## config.mk

```make
export PLATFORM = sky130hd
export DESIGN_NAME = nibble_collector
export DESIGN_NICKNAME = d
export VERILOG_FILES = /design/src/rtl/sum_pkg.sv /design/src/rtl/nibble_collector.sv
export SDC_FILE = /design/constraint.sdc
export NUM_CORES = 1
export LEC_CHECK = 0
export CAP_MARGIN = 20
export CORE_MARGIN = 1
export CORE_UTILIZATION = 35
export CTS_BUF_LIST = sky130_fd_sc_hd__clkbuf_4
export CTS_CLUSTER_SIZE = 25
export DETAILED_ROUTE_END_ITERATION = 10
export GPL_ROUTABILITY_DRIVEN = 0
export PLACE_DENSITY = 0.59
export SYNTH_ARGS = -nofsm -noshare
export SYNTH_HDL_FRONTEND = slang
export SYNTH_SLANG_ARGS = --single-unit
```

## constraint.sdc

```tcl
create_clock -name clk -period 3.05 [get_ports clk]
set_input_delay 0.915 -clock clk [delete_from_list [all_inputs] [get_ports clk]]
set_output_delay 0.915 -clock clk [all_outputs]
set_load 0.05 [all_outputs]
```

## src/rtl/sum_pkg.sv

```systemverilog
// ----------------------------------------------------------------------------
// sum_pkg
// Shared definitions for the nibble collector and the eight-operand adder.
//   NIB_W / NUM_NIB : operand width and operands per frame
//   SUM_W           : width of the frame sum (8 x 15 = 120 fits in 7 bits)
//   coll_state_t    : collector state {FILL, HOLD}
//   slot_base()     : bit offset of slot i in a packed frame (slot 0 = a)
// ----------------------------------------------------------------------------
package sum_pkg;

    localparam int NIB_W   = 4;
    localparam int NUM_NIB = 8;
    localparam int SUM_W   = 7;
    localparam int CNT_W   = $clog2(NUM_NIB);
    localparam int FRAME_W = NIB_W * NUM_NIB;

    typedef enum logic {
        FILL = 1'b0,
        HOLD = 1'b1
    } coll_state_t;

    // The adder unpacks a..h with the same function, so both sides agree on order.
    function automatic int slot_base(input int i);
        return NIB_W * i;
    endfunction

endpackage

```

## src/rtl/nibble_collector.sv

```systemverilog
// ----------------------------------------------------------------------------
// nibble_collector
// Collects a serial stream of 4-bit operands into an eight-slot frame and
// presents the frame in parallel to the adder stage.
//
// Ports:
//   clk        rising-edge clock
//   rst_n      asynchronous active-low reset
//   clr        synchronous frame abort (wins over same-cycle accept/consume)
//   in_valid   upstream operand valid
//   in_ready   collector can accept (state decode only)
//   in_data    operand
//   out_valid  full frame held (state decode only)
//   out_ready  adder consumes the frame
//   out_frame  slot i at bits [NIB_W*i +: NIB_W]
//   out_sum    running frame sum, present only with NIBBLE_COLLECTOR_SUM_EN
//
// Build option: define NIBBLE_COLLECTOR_SUM_EN to add the 7-bit accumulator
// and the out_sum port.
// ----------------------------------------------------------------------------
module nibble_collector
    import sum_pkg::*;
(
    input  logic               clk,
    input  logic               rst_n,
    input  logic               clr,
    input  logic               in_valid,
    output logic               in_ready,
    input  logic [NIB_W-1:0]   in_data,
    output logic               out_valid,
    input  logic               out_ready,
    output logic [FRAME_W-1:0] out_frame
`ifdef NIBBLE_COLLECTOR_SUM_EN
    ,
    output logic [SUM_W-1:0]   out_sum
`endif
);

    coll_state_t          r_state;
    coll_state_t          w_next_state;
    logic [CNT_W-1:0]     r_cnt;
    logic [FRAME_W-1:0]   r_frame;
    logic                 w_accept;
    logic                 w_last;

    always_ff @(posedge clk or negedge rst_n) begin
        if (!rst_n) r_state <= FILL;
        else        r_state <= w_next_state;
    end

    always_comb begin
        w_next_state = r_state;
        in_ready     = (r_state == FILL);
        out_valid    = (r_state == HOLD);
        w_accept     = in_valid & in_ready;
        w_last       = (r_cnt == CNT_W'(NUM_NIB - 1));
        case (r_state)
            FILL:    if (w_accept && w_last) w_next_state = HOLD;
            HOLD:    if (out_ready)          w_next_state = FILL;
            default: w_next_state = FILL;
        endcase
        if (clr) w_next_state = FILL;
    end

    // Slots are only written on accept, so a consumed frame stays visible
    // until the next frame overwrites it slot by slot.
    always_ff @(posedge clk or negedge rst_n) begin
        if (!rst_n) begin
            r_cnt   <= '0;
            r_frame <= '0;
        end else if (clr) begin
            r_cnt   <= '0;
            r_frame <= '0;
        end else if (w_accept) begin
            r_frame[slot_base(int'(r_cnt)) +: NIB_W] <= in_data;
            r_cnt <= w_last ? '0 : r_cnt + CNT_W'(1);
        end
    end

    assign out_frame = r_frame;

`ifdef NIBBLE_COLLECTOR_SUM_EN
    logic [SUM_W-1:0] r_sum;

    // cnt == 0 on accept marks the first operand of a new frame: restart the sum.
    always_ff @(posedge clk or negedge rst_n) begin
        if (!rst_n) begin
            r_sum <= '0;
        end else if (clr) begin
            r_sum <= '0;
        end else if (w_accept) begin
            if (r_cnt == '0) r_sum <= SUM_W'(in_data);
            else             r_sum <= r_sum + SUM_W'(in_data);
        end
    end

    assign out_sum = r_sum;
`endif

endmodule

```

==> results.json, run 1 <==
{
  "num_vias": 1252,
  "antenna_found_initial": 0,
  "p_sw_mw": 0.239,
  "cellLeakagePower_nw": 1.13,
  "ys.flop_type": "dfrtp_1",
  "synth_edf_count": 0,
  "grt.overflow.total": 0,
  "via_per_inst": 4.65,
  "pin_count": 43,
  "hold_violations": 0,
  "wl_um": 4030,
  "grt_pass1_vias": 1279,
  "top_layer": "met4",
  "numClockSinks": 36,
  "postCtsSetupBuffers": 0,
  "wl_met3_um": 187,
  "cts_max_level": 2,
  "synth_nets": 167,
  "dp_hpwl_um": 2810,
  "synthCells": 153,
  "avgSynthCellArea_um2": 11.3,
  "synth_common_cells": "dfrtp_1 (36), nand2b_1 (32), mux2i_1 (30), nand2_1 (7)",
  "wire_per_inst_um": 15.0,
  "ys_seq_area_share_pct": 52.1,
  "final.setup.worst_slack_ns": 0.468,
  "yosysUniqueCellTypes": 24,
  "yosysTopAreaCellShare_pct": 52.1,
  "cp_data_arrival_time_ns": 1.67,
  "grt_max_degree": 37,
  "antenna_left": 0,
  "intPower_mw": 0.619,
  "synth.top_cells.by_area": "dfrtp_1 (52%), mux2i_1 (17%), nand2b_1 (12%)",
  "setup_tns_ns": 0,
  "worst_pin_slew_ns": 0.505,
  "initial_utilization_pct": 36.4,
  "drt_iter0_drc": 36,
  "hold_buffers": 0,
  "power_frac_clock_pct": 28.0,
  "run_status": "complete, no violations",
  "combPwrFrac_pct": 14.8,
  "synth_top_area_cell": "dfrtp_1",
  "fp.dieArea_um2": 5230,
  "slew_headroom_pct": 66.2,
  "die_h_um": 72.3,
  "antenna_cells": 0,
  "min_period_over_period_pct": 84.6,
  "grt_pass1_wl_um": 6510,
  "dr_wl_met2_um": 1870,
  "setup-violations-final": 0,
  "max_freq_mhz": 387,
  "hold_path.class": "flip-flop to flip-flop",
  "drcViolationCount": 0,
  "cts_resized": 0,
  "wl_met1_um": 1910,
  "dp_slack_ns": 0.585,
  "numCtsBuffers": 5,
  "n_fill_cell": 453,
  "synthArstFlopShare_pct": 100,
  "synth_warnings": 0,
  "period_needed_ns": 2.58,
  "seq_power_share_pct": 57.1,
  "maxCapViolations": 0,
  "holdWs_ns": 0.553,
  "track_usage_pct": 16.9,
  "clk_latency_ns": 0.33,
  "placementRows": 25,
  "path_max_fanout": 6,
  "ys_seq_elements": 36,
  "root_buffer": "clkbuf_4",
  "placeableCoreArea_um2": 4750,
  "slew_violations": 0,
  "area_growth_pct": 32.7,
  "cp-start-kind": "flip-flop",
  "powerDensity_nw_per_um2": 373,
  "path_class": "flip-flop to output pin",
  "first_pass_iters": 4,
  "finClkSkew_ns": 0.00610,
  "yosysMostFrequentCell": "dfrtp_1",
  "io_buffers": 42,
  "path_clk_slew_ns": 0.11,
  "critPathRequiredTime_ns": 2.13,
  "power_switching_share_pct": 27.8,
  "cts_tree": "done",
  "die_w_um": 72.3,
  "nets": 215,
  "grt_setup_unrepaired": "false",
  "end_kind": "output pin",
  "syn_area_um2": 1730,
  "vdd_drop_max_uv": 247,
  "clock_path_buffers": 2,
  "drive_gt1_share_pct": 6.44
}
[placed cells by master, fill, tap and decap left out, types with 2 or more instances in the layout]
cell / instances
clkdlybuf4s50_1: 42
dfrtp_1: 36
nand2b_1: 32
mux2i_1: 30
nand2_1: 7
nor2_1: 5
a21oi_1: 5
ha_1: 5
clkbuf_4: 5
inv_1: 4
o21ai_0: 4
or3_1: 4
buf_4: 4
nor2b_1: 3
nand3_1: 3
clkinv_2: 2
[worst paths after layout]
check	end	cells after the start	slack, ns	from
min in group asynchronous	r_cnt[0]	2	1.00	rst_n
worst max-delay path	in_ready	2	0.47	out_valid
worst min-delay path	out_frame[17]	2	0.55	out_frame[17]
worst min register to register	out_frame[17]	2	0.55	out_frame[17]
worst max register to register	out_frame[0]	6	0.72	r_cnt[0]
max in group asynchronous	out_frame[5]	2	1.73	rst_n
[cell families after synthesis]
kind of cell	synth area share, %
buf+inv	2.02
simple gates	21.8
compound gates	3.11
fa+ha+maj	3.62
mux	17.4
flops	52.1
[per-stage QoR]
step | power (mW) | util, % | area [um2] | std cells
5_1_grt | 0.909 | 48.3 | 2300 | 269
6_report | 0.857 | 48.3 | 2300 | 269
2_1_floorplan | 0.577 | - | 1730 | 153
3_5_place_dp | 0.628 | 47.2 | 2240 | 261
3_3_place_gp | 0.624 | 47.2 | 2240 | 261
4_1_cts | 0.872 | 48.3 | 2300 | 269
[layer usage]
layer	GRT usage, %	up-vias
met5	0	-
met1	22.8	600
li1	-	613
met2	26.2	33
met3	4.58	6
met4	5.88	0
[worst max-delay path, cell delays in order (launching register included)]
cell             delay (ns)
dfrtp_1                0.44
inv_1                  0.09
clkdlybuf4s50_1        0.80
[flip-flops by register name (all words and copies together) (netlist names)]
name,flops
r_cnt,3
out_valid,1
out_frame,32
[power by group through the flow]
stage	combinational [mW]	sequential (mW)	clock, mW
floorplan	0.0621	0.515	0
global placement	0.125	0.499	0
detailed placement	0.128	0.499	0
CTS	0.129	0.490	0.253
global route	0.140	0.491	0.277
finish	0.127	0.490	0.240
[area by class of cell]
| type | instances | area [um2] | area share, % |
|---|---|---|---|
| multi-input cells | 108 | 795 | 34.6 |
| inverters | 4 | 15.0 | 0.654 |
| clock buffers | 5 | 37.5 | 1.63 |
| well taps | 67 | 83.8 | 3.65 |
| clock inverters | 3 | 13.8 | 0.599 |
| flip-flops and latches | 36 | 901 | 39.2 |
| repair buffers | 46 | 450 | 19.6 |
Power figures use the tool's default switching activity.
==> run 2: changes to the inputs <==
==> constraint.sdc (replaced) <==
create_clock -name clk -period 2.67 [get_ports clk]
set_input_delay 0.801 -clock clk [delete_from_list [all_inputs] [get_ports clk]]
set_output_delay 0.801 -clock clk [all_outputs]
set_load 0.05 [all_outputs]
==> run 2 against run 1 <==
Sequential cell count unchanged; sequential power increased by 14%; via count increased by 3.6%; non-clock buffer count unchanged; total power increased by 28%; count of clock-buffer cells in the layout unchanged; register-to-register slack got worse by 0.43 ns; worst setup slack got worse by 0.29 ns; critical endpoint unchanged; largest cell class unchanged.
==> results.json, run 2 (synthesis gave the netlist of run 1 again) <==
{
  "vdd_drop_max_uv": 211,
  "clk_latency_ns": 0.34,
  "grt_setup_unrepaired": "false",
  "num_vias": 1297,
  "min_from": "out_frame[24]",
  "slew_headroom_pct": 65.4,
  "hold_buffers": 0,
  "critPathRequiredTime_ns": 1.87,
  "hold_path.class": "flip-flop to flip-flop",
  "power_frac_clock_pct": 35.5,
  "grt_pass1_wl_um": 6580,
  "combPwrFrac_pct": 13.3,
  "worst_pin_slew_ns": 0.518,
  "path_clk_slew_ns": 0.12,
  "drive_gt1_share_pct": 6.93,
  "end_kind": "output pin",
  "cp-start-kind": "flip-flop",
  "antenna_found_initial": 0,
  "setup-violations-final": 0,
  "maxCapViolations": 0,
  "final.setup.worst_slack_ns": 0.179,
  "seq_power_share_pct": 51.1,
  "fp.dieArea_um2": 5230,
  "timing.rr.start": "r_cnt[0]",
  "hold_violations": 0,
  "wire_per_inst_um": 15.0,
  "initial_utilization_pct": 36.4,
  "placed_area_um2": 2240,
  "numClockSinks": 36,
  "antenna_cells": 0,
  "numCtsBuffers": 5,
  "cellLeakagePower_nw": 1.14,
  "final_common_cell": "clkdlybuf4s50_1",
  "final_area_um2": 2320,
  "clock_path_buffers": 2,
  "cp_data_arrival_time_ns": 1.69,
  "intPower_mw": 0.805,
  "path_cells": "inv_1, clkdlybuf4s50_1",
  "antenna_left": 0,
  "grt_pass1_vias": 1360,
  "placementRows": 25,
  "die_h_um": 72.3,
  "crit_slowest_cell": "clkdlybuf4s50_1",
  "critPathLaunch": "out_valid",
  "io_buffers": 42,
  "mostFrequentLayoutCells": "clkdlybuf4s50_1 (42), dfrtp_1 (36), nand2b_1 (32)",
  "critPathBufInv": 2,
  "whs_path_depth": 2,
  "drt_iter0_drc": 65,
  "dp_slack_ns": 0.281,
  "nets": 215,
  "via_per_inst": 4.82,
  "grt_max_degree": 37,
  "reg2reg_to": "out_frame[0]",
  "setup_tns_ns": 0,
  "cts_max_level": 2,
  "n_fill_cell": 453,
  "slowest_delay_ns": 0.80,
  "multi_input_area_um2": 795,
  "path_class": "flip-flop to output pin",
  "cts_resized": 0,
  "slew_violations": 0,
  "dp_hpwl_um": 2850,
  "r2r_slack_ns": 0.29,
  "hold_path_end": "out_frame[24]",
  "wl_um": 4020,
  "postCtsSetupBuffers": 0,
  "cts_tree": "done",
  "track_usage_pct": 16.9,
  "root_buffer": "clkbuf_4",
  "largest_reg_flops": 32,
  "p_sw_mw": 0.289,
  "ff2ff_path_depth": 6,
  "period_needed_ns": 2.49,
  "run_status": "complete, no violations",
  "pin_count": 43,
  "cp.depth": 2,
  "seq_area_um2": 901,
  "path_max_fanout": 6,
  "grt.overflow.total": 0,
  "area_growth_pct": 34.3,
  "min_period_over_period_pct": 93.3,
  "placeableCoreArea_um2": 4750,
  "power_switching_share_pct": 26.4,
  "drcViolationCount": 0,
  "first_pass_iters": 4,
  "max_freq_mhz": 402,
  "die_w_um": 72.3,
  "powerDensity_nw_per_um2": 471,
  "path_delay_family": "buffers and inverters",
  "finClkSkew_ns": 0.00862
}
==> run 2: changes by cell type in the layout (fill, tap and decap cells not counted), sizes merged <==
cell,previous run,this run
clkinv,3,1
bufinv,0,1
clkinvlp,0,1
==> run 2: layer usage <==
layer	wire length, um	vias to the layer above	GRT usage [%]	part of all wire (%)
li1	-	609	-	-
met1	1910	646	21.9	48
met2	1890	35	27.6	47
met3	175	7	4.72	4.3
met4	46	0	4.58	1.1
met5	0	-	0	0
==> run 2: worst max path at each step <==
stage	end	slack, ns
2_1_floorplan	out_frame[0]	0.53
3_3_place_gp	out_frame[10]	0.36
3_5_place_dp	out_frame[9]	0.28
4_1_cts	in_ready	0.16
5_1_grt	in_ready	0.11
6_report	in_ready	0.18
==> run 2: cell type report <==
type                    instances  area share (%)
repair buffers                 46            19.4
flip-flops and latches         36            38.8
inverters                       4           0.646
clock buffers                   5            1.61
clock inverters                 3            1.83
well taps                      67            3.61
multi-input cells             108            34.2
==> run 2: worst register-to-register path: stages, from the launching register on <==
cell and delay (ns):
dfrtp_1 0.46, inv_1 0.07, ha_1 0.22, ha_1 0.35, or4_1 0.61, or3_1 0.42, a21oi_1 0.18
==> run 2: power by group through the flow <==
stage | registers [mW] | clock network, mW | logic [mW]
floorplan | 0.588 | 0 | 0.0709
global placement | 0.570 | 0 | 0.142
detailed placement | 0.570 | 0 | 0.147
CTS | 0.560 | 0.400 | 0.148
global route | 0.561 | 0.424 | 0.160
finish | 0.559 | 0.389 | 0.146
==> run 2: per-stage QoR <==
step | hold slack [ns] | power [mW] | cells | util, %
2_1_floorplan | 0.505 | 0.659 | 153 | -
3_3_place_gp | 0.529 | 0.711 | 261 | 47.2
3_5_place_dp | 0.539 | 0.717 | 261 | 47.2
4_1_cts | 0.556 | 1.11 | 269 | 48.9
5_1_grt | 0.571 | 1.14 | 269 | 48.9
6_report | 0.550 | 1.09 | 269 | 48.9
